### src/rtl/ram_fifo_ctrl.sv
// ram_fifo_ctrl: valid/ready FIFO controller over a single-port 1024x10 ram
//   clk, reset        rising-edge clock, synchronous active-high reset
//   in_valid/in_ready/in_data      push side
//   out_valid/out_ready/out_data   pop side, out_data is a register
//   level, full, empty             occupancy (level counts words not yet issued)
//   ram_we/ram_address/ram_wdata/ram_rdata  ram port
//   almost_full, AFULL_LEVEL       present only when RAM_FIFO_AFULL_EN is defined
module ram_fifo_ctrl #(
    parameter int DATA_W = 10,
    parameter int ADDR_W = 10
`ifdef RAM_FIFO_AFULL_EN
    , parameter int AFULL_LEVEL = 1000
`endif
) (
    input  logic              clk,
    input  logic              reset,
    input  logic              in_valid,
    output logic              in_ready,
    input  logic [DATA_W-1:0] in_data,
    output logic              out_valid,
    input  logic              out_ready,
    output logic [DATA_W-1:0] out_data,
    output logic [ADDR_W:0]   level,
    output logic              full,
    output logic              empty,
`ifdef RAM_FIFO_AFULL_EN
    output logic              almost_full,
`endif
    output logic              ram_we,
    output logic [ADDR_W-1:0] ram_address,
    output logic [DATA_W-1:0] ram_wdata,
    input  logic [DATA_W-1:0] ram_rdata
);
    localparam logic [ADDR_W:0] DEPTH = {1'b1, {ADDR_W{1'b0}}};
    logic [ADDR_W-1:0] wr_ptr;
    logic [ADDR_W-1:0] rd_ptr;
    logic              rd_pend;
    logic              issue;
    logic              push;
    logic [ADDR_W:0]   level_nxt;
    // A read-issue wins the ram port; pushes only use idle cycles.
    assign issue       = (level != '0) && !rd_pend && (!out_valid || out_ready);
    assign full        = level == DEPTH;
    assign empty       = level == '0 && !rd_pend && !out_valid;
    assign in_ready    = !full && !issue;
    assign push        = in_valid && in_ready;
    assign ram_we      = push;
    // Non-write cycles always present rd_ptr so the ram latches the next read slot.
    assign ram_address = push ? wr_ptr : rd_ptr;
    assign ram_wdata   = in_data;
    assign level_nxt   = push ? level + 1'b1 : issue ? level - 1'b1 : level;
    always_ff @(posedge clk) begin
        if (reset) begin
            wr_ptr    <= '0;
            rd_ptr    <= '0;
            level     <= '0;
            rd_pend   <= 1'b0;
            out_valid <= 1'b0;
            out_data  <= '0;
        end else begin
            level   <= level_nxt;
            rd_pend <= issue;
            if (push)
                wr_ptr <= wr_ptr + 1'b1;
            if (issue)
                rd_ptr <= rd_ptr + 1'b1;
            // Issue needs a free or popping output register, so a capture never meets a held word.
            if (rd_pend) begin
                out_data  <= ram_rdata;
                out_valid <= 1'b1;
            end else if (out_valid && out_ready) begin
                out_valid <= 1'b0;
            end
        end
    end
`ifdef RAM_FIFO_AFULL_EN
    // Built from the next level so the flag tracks level without a cycle of lag.
    always_ff @(posedge clk) begin
        if (reset)
            almost_full <= 1'b0;
        else
            almost_full <= level_nxt >= (ADDR_W+1)'(AFULL_LEVEL);
    end
`endif
endmodule
### config.mk
export PLATFORM = sky130hd
export DESIGN_NAME = ram_fifo_ctrl
export DESIGN_NICKNAME = d
export VERILOG_FILES = /design/src/rtl/ram_fifo_ctrl.sv
export SDC_FILE = /design/constraint.sdc
export NUM_CORES = 1
export LEC_CHECK = 0
export CORE_MARGIN = 8
export CORE_UTILIZATION = 48
export DETAILED_ROUTE_END_ITERATION = 7
export HOLD_SLACK_MARGIN = 0.15
export PLACE_DENSITY = 0.88
export SETUP_SLACK_MARGIN = 0.5
export SYNTH_ARGS = -nofsm -noshare
export SYNTH_HDL_FRONTEND = slang
export SYNTH_SLANG_ARGS = --single-unit
### constraint.sdc
create_clock -name clk -period 3.9 [get_ports clk]
set_input_delay 0.78 -clock clk [delete_from_list [all_inputs] [get_ports clk]]
set_output_delay 0.78 -clock clk [all_outputs]
set_load 0.05 [all_outputs]
# Word-level counts from Yosys, hierarchy flattened
# Index checks and enable logic that the tools add are counted.
# classes
n_mux	5
eq_ne	1
n_reduce_logical	16
add_sub_neg	4
# op_table
cell	count
$mux 11	2
$add 10x1->10 const B	2
$add 11x1->11 const B	1
$eq 11x11->1 const B	1
$logic_not 11->1	1
$reduce_bool 11->1	1
$sub 11x1->11 const B	1
$mux 10	1
$logic_and 1x1->1	7
$logic_not 1->1	4
$reduce_bool 2->1	2
$mux 1	2
$logic_or 1x1->1	1
# word_totals
register_bits	43
out_inout_bits	46

# Logic depth before layout (Yosys ltp)
# Gate-level depths: netlist (run 1).
# depth
depth_word	7
mapped_depth	11

# Worst setup path after synthesis (run 1)
# Ideal clock, no wire load.
# synth_timing
path_kind	register to output
from	register level[0]
to	output ram_address[4]
required_ns	3.120
t_arrival_ns	2.922
path_buffers	2
stages_incl_launch_ff	8
slack_ns	0.198
cell_sequence	dfxtp_1 -> nor4_4 -> and4_1 -> buf_4 -> o21ai_1 -> buf_2 -> inv_2 -> o21ai_1
# synth_via
elab_chain_len	7
elab_cells_between_ends	9
classes_between	eq/ne: 1; mux: 1; reduce/logical: 7
# synth_lines
item	line	rtl
from (decl)	23	output logic [ADDR_W:0] level,
from (signal assigned)	61	level <= level_nxt;
$reduce_bool 11->1	42	assign issue = (level != '0) && !rd_pend && (!out_valid || out_ready);
$logic_and 1x1->1 (2 in a row)	42	
$logic_not 1->1	45	assign in_ready = !full && !issue;
$logic_and 1x1->1 *	45	
$logic_and 1x1->1 *	46	assign push = in_valid && in_ready;
via ram_we	29	output logic ram_we,
$mux 10 *	49	assign ram_address = push ? wr_ptr : rd_ptr;
to (decl)	30	output logic [ADDR_W-1:0] ram_address,
# Mark *: on every way through the listed nets, which the timed path passes. The rest lies on a longest branch.

# Final worst setup path (run 1)
# layout_timing
from	input out_ready
to	output ram_address[8]
# layout_via
elab_chain_len	6
# layout_lines
item	line	rtl
from (decl)	21	input logic out_ready,
$logic_or 1x1->1	42	
$logic_and 1x1->1	42	
$logic_not 1->1	45	
$logic_and 1x1->1	45	
$logic_and 1x1->1	46	
$mux 10	49	
# No other way between the ends.

==> impl_metrics.ini, run 1 <==
[hold_path]
hold_class = reg -> reg
whs_path_depth = 2

[synth]
syn_area_per_cell_sq_um = 8.745
synth-edff-count = 0
yosys.area.top_type_share = 0.3454
yosys_warnings = 0
synth_area_leader_cell = dfxtp_1
synthArstFlopShare = 0
synth_area_sq_um = 2492
ys_seq_area_frac = 0.3454
yosys-top-cells-count = dfxtp_1 (43), nor2_1 (37), a21oi_1 (19), mux2i_1 (16)
ys_ff_latch = 43
yosys.cell_count.top_type = dfxtp_1
ys.flop_type = dfxtp_1
ys_types = 48
synth_cells = 285
syn_nets = 321
synth.area.top_cells = dfxtp_1 (35%), mux2i_1 (6.4%), nor2_1 (5.6%)

[worst_setup_path]
cp.required_ps = 3120
rr_worst_depth = 10
crit_path_max_fanout = 17
end_kind = output pin
critPathLaunchType = primary input
crit_type = in -> out
arrival_ps = 2520

[route]
drt_wl_total_mm = 6.195
drt_iter0_drc = 166
detail-route-antenna-nets = 0
avgViaCountPerCell = 5.608
drc = 0
vias = 2243
drt-pass1-iter-count = 4
wl_per_cell_um = 15.49

[floorplanning]
die_h_um = 88.06
fp-row-count = 26
io_pins = 70
dieArea_sq_um = 7755
coreArea_sq_um = 5075
start_util = 0.4911
fp.dieW_um = 88.06

[grt]
grt_max_degree = 19
grt_antenna_before_repair = 0
grt_util_all_layers = 0.1670
grt_pass1_wl_mm = 10.27
overflow = 0
grt_pass1_vias = 2237

[clock_network]
hold_buffers = 0
cts_htree_levels = 2
cts-buffers-inserted = 5
cts_tree = built
clk_pin_slew_ps = 80
cts_buffer_depth = 2
clock_latency_ps = 300
numClockSinks = 43
cts_root_buffer = clkbuf_8

[timing]
max_freq_mhz = 303.0
setup-violations-final = 0
tightestPinTransition_ps = 690.7
maxSlewHeadroom = 0.5389
post-route-period-util = 0.8463
rsz0062_at_grt = false
setup_tns_ps = 0
holdWs_ps = 499.7
hold_viol = 0
layout_min_cycle_time_ps = 3300
maxSlewViolCount = 0
fin_skew_ps = 11.87

[run]
cap_violations = 0

[status]
status = finished, final reports clean

[final_layout]
diodes = 0
syn_to_final_growth_pct = 25.60
drive_above_1_share = 0.1182
final-seq-area_sq_um = 863.3
fillerInstances = 443
multiInputGateArea_sq_um = 1483
nNetsFinal = 365

[place]
gp_congestion = 0.8785
dp.final_hpwl_mm = 4.702
io_buffers = 49

[pwr]
vdd_drop_max_mv = 0.4366
p_per_area_nw_per_um2 = 718.5
p_leak_nw = 1.263
cells by family after synthesis:
family	count (synthesis)	share of synthesized area
AOI/OAI and AO/OA	66	0.1792
xor gates and xnor gates	14	0.04920
adders and majority gates	12	0.06325
buffers and inverters	30	0.06275
DFF	43	0.3454
muxes	24	0.1004
and+or+nand+nor	96	0.1998
layer usage:
metal / global-route usage / vias up / wire (um)
met5: 0 / - / 0
met4: 0.06759 / 0 / 80
li1: - / 1121 / -
met1: 0.1904 / 1053 / 2700
met3: 0.07129 / 8 / 538
met2: 0.2681 / 61 / 2876
power breakdown:
group / switching [W] / leakage (nW) / total, W / internal, W
logic: 0.000791 / 0.869 / 0.00133 / 0.000537
registers: 0.000116 / 0.353 / 0.000637 / 0.000521
clock network: 0.000159 / 0.0412 / 0.000284 / 0.000125
registers in the layout, indices dropped and copies added (netlist names):
register	cells
rd_pend	1
out_valid	1
level	11
rd_ptr	10
wr_ptr	10
out_data	10
stage by stage:
stage                 util  total power (W)  instance area [sq um]  std cells  setup WS, ps
CTS                 0.6154         0.002243                   3123        399         618.4
detailed placement  0.5976         0.001955                   3033        390         365.4
floorplan                -         0.001634                   2499        285         500.8
global placement    0.5976         0.001924                   3033        390         441.0
finish              0.6169         0.002249                   3131        400         599.5
global route        0.6169         0.002403                   3131        400         495.4
cell usage in the layout (no fill, tap or decap), types with 5 or more instances in the layout:
master           count
a211oi_1             6
o31ai_1              5
nor2_1              37
nand3_1             10
o21ai_0              6
a21oi_1             19
clkbuf_8             5
xor2_1               9
nand4_1              7
mux2_1               7
xnor2_1              5
ha_1                11
buf_4               16
or3_1                5
mux2i_1             16
nand2_1             10
dfxtp_1             41
o211ai_1             6
nand2b_1             5
inv_1                8
clkdlybuf4s50_1     36
timing repair:
action,CTS,global route
gates resized for setup,2,0
pin swaps,1,1
setup endpoints to repair,11,2
setup buffers,1,1
critical path, stage by stage:
cell	delay (ps)
clkdlybuf4s50_1	480
nand2b_1	160
a32oi_1	100
o21ai_2	190
buf_4	260
mux2_1	350
buf_4	190
path summary, 6_finish.rpt:
check	from	endpoint	slack, ps
setup / recovery	out_ready	ram_address[8]	600
hold / removal	out_data[0]	out_data[0]	500
setup reg to reg	rd_pend	level[7]	720
hold reg to reg	out_data[0]	out_data[0]	500
area by class of cell:
type,count,share of cell area
inverter,9,0.01079
clock buffer,6,0.02318
sequential,43,0.2758
timing repair buffer,58,0.1847
tap,70,0.02798
clock inverter,2,0.003997
multi-input combinational,212,0.4736
Power figures use the tool's default switching activity.
==> run 2: changes to the inputs <==
--- a/config.mk
+++ b/config.mk
@@ -6,10 +6,10 @@
 export NUM_CORES = 1
 export LEC_CHECK = 0
 export CORE_MARGIN = 8
-export CORE_UTILIZATION = 48
+export CORE_UTILIZATION = 43
 export DETAILED_ROUTE_END_ITERATION = 7
 export HOLD_SLACK_MARGIN = 0.15
-export PLACE_DENSITY = 0.88
+export PLACE_DENSITY = 0.84
 export SETUP_SLACK_MARGIN = 0.5
 export SYNTH_ARGS = -nofsm -noshare
 export SYNTH_HDL_FRONTEND = slang
==> constraint.sdc (replaced) <==
create_clock -name clk -period 2.8 [get_ports clk]
set_input_delay 0.56 -clock clk [delete_from_list [all_inputs] [get_ports clk]]
set_output_delay 0.56 -clock clk [all_outputs]
set_load 0.05 [all_outputs]
==> impl_metrics.ini, run 2 (synthesis gave the netlist of run 1 again) <==
[status]
status = finished with violations
violations = negative setup slack

[clock_network]
cts_buffer_depth = 2
numClockSinks = 43
clock_latency_ps = 300
clk_pin_slew_ps = 90
cts_root_buffer = clkbuf_8
cts-buffers-inserted = 5
cts_htree_levels = 2
cts_tree = built

[grt]
grt_pass1_vias = 2618
grt_util_all_layers = 0.1780
grt_max_degree = 23
grt_pass1_wl_mm = 12.43
overflow = 0
grt_antenna_before_repair = 0

[timing]
layout_setup_ws_ps = -16.42
setup_tns_ps = -62.95
post-route-period-util = 1.006
setup-violations-final = 6
tightestPinTransition_ps = 533.3
maxSlewViolCount = 0
maxSlewHeadroom = 0.6434
layout_min_cycle_time_ps = 2816
fin_skew_ps = 9.802
hold_viol = 0
rsz0062_at_grt = true
max_freq_mhz = 355.1

[hold_path]
min_from = out_data[1]
hold_class = reg -> reg

[final_layout]
largest_reg_flops = 11
fin_cells = 455
final-seq-area_sq_um = 888.4
final_cell_mix = buf_4 (48), nor2_1 (35), clkdlybuf4s50_1 (34)
nNetsFinal = 418
drive_above_1_share = 0.3734
syn_to_final_growth_pct = 56.38
fin_area_sq_um = 3897
top_register = level
diodes = 0
multiInputGateArea_sq_um = 1713
mostFrequentLayoutCell = buf_4
fillerInstances = 373

[pwr]
internal_power_w = 0.002371
p_switching_w = 0.001892
pwr-share-comb = 0.697
p_seq_frac = 0.210
p_leak_nw = 1.594
vdd_drop_max_mv = 0.7177
clkPwrFrac = 0.092
netSwitchingFraction = 0.4438
p_per_area_nw_per_um2 = 1094

[route]
wl_per_cell_um = 18.53
drt_wl_total_mm = 8.431
vias = 2641
avgViaCountPerCell = 5.804
drc = 0
drt_iter0_drc = 184
detail-route-antenna-nets = 0
drt-pass1-iter-count = 4

[worst_setup_path]
end_kind = output pin
cp.required_ps = 2240
critPathLaunchType = flip-flop
reg2reg_from = level[7]
crit_type = reg -> out
arrival_ps = 2260
crit_path_max_fanout = 9
cp-startpoint = level[7]

[floorplanning]
dieArea_sq_um = 8489
start_util = 0.4499
fp-row-count = 27
fp.dieW_um = 92.14
die_h_um = 92.14
io_pins = 70
coreArea_sq_um = 5540

[place]
dp.final_hpwl_mm = 5.366
dp_cells = 418
place_ws_ps = -445.9
gp_congestion = 0.8794
place_area_sq_um = 3372
io_buffers = 49

[run]
cap_violations = 0
run 2: cell count changes in the layout (fill, tap and decap cells not counted), sizes merged:
cell           previous run  this run
dlygate4sd2               2         1
buf                      20        75
inv                       9        10
clkbuf                    6         7
clkinvlp                  1         0
clkdlybuf4s50            36        34
run 2: area by class of cell:
type                    count  area share
flip-flops and latches     43      0.2279
repair buffers            111      0.2787
multi-input cells         212      0.4395
well taps                  72     0.02311
inverters                   9    0.009310
clock buffers               6     0.01862
clock inverters             2    0.002889
run 2: what timing repair did:
item / 4_1_cts / 5_1_grt
pin swaps: 17 / 27
setup buffers: 19 / 9
cloned: 0 / 1
setup endpoints to repair: 25 / 27
resized for setup: 20 / 31
hold buffers: 0 / 0
run 2: worst paths after layout:
kind / cells past startpoint / end / slack (ps)
worst max-delay path: 8 / ram_address[3] / -20
worst min register to register: 2 / out_data[1] / 500
worst min-delay path: 2 / out_data[1] / 500
worst max register to register: 11 / level[7] / 40
run 2: metal layers:
metal | part of all wire | vias to the layer above | global-route usage | routed length [um]
met2 | 0.50 | 130 | 0.3045 | 4175
met4 | 0.032 | 0 | 0.08054 | 266
met5 | 0 | - | 0 | 0
met3 | 0.089 | 25 | 0.05786 | 747
li1 | - | 1222 | - | -
met1 | 0.38 | 1264 | 0.1962 | 3241
run 2: power groups by stage:
stage	clock (W)	combinational [W]	sequential, W
floorplan	0	0.00132	0.00118
detailed placement	0	0.00236	0.000926
finish	0.000394	0.00297	0.000896
CTS	0.000402	0.00264	0.000894
global route	0.000418	0.00315	0.000913
global placement	0	0.00230	0.000922
run 2: worst max-delay path: stages, from the launching register on:
cell and delay (ps):
dfxtp_4 360, nor4_4 260, buf_4 200, a32oi_4 130, o21ai_4 210, buf_4 170, buf_12 130, mux2_2 350
buf_6 160
run 2: metrics by stage:
step | power [W] | hold WS (ps) | utilization
after floorplan | 0.002496 | 448.4 | -
after global placement | 0.003219 | 469.6 | 0.6086
after detailed placement | 0.003288 | 479.7 | 0.6086
after CTS | 0.003939 | 491.7 | 0.6631
after global routing | 0.004477 | 518.2 | 0.7035
final | 0.004263 | 497.7 | 0.7035
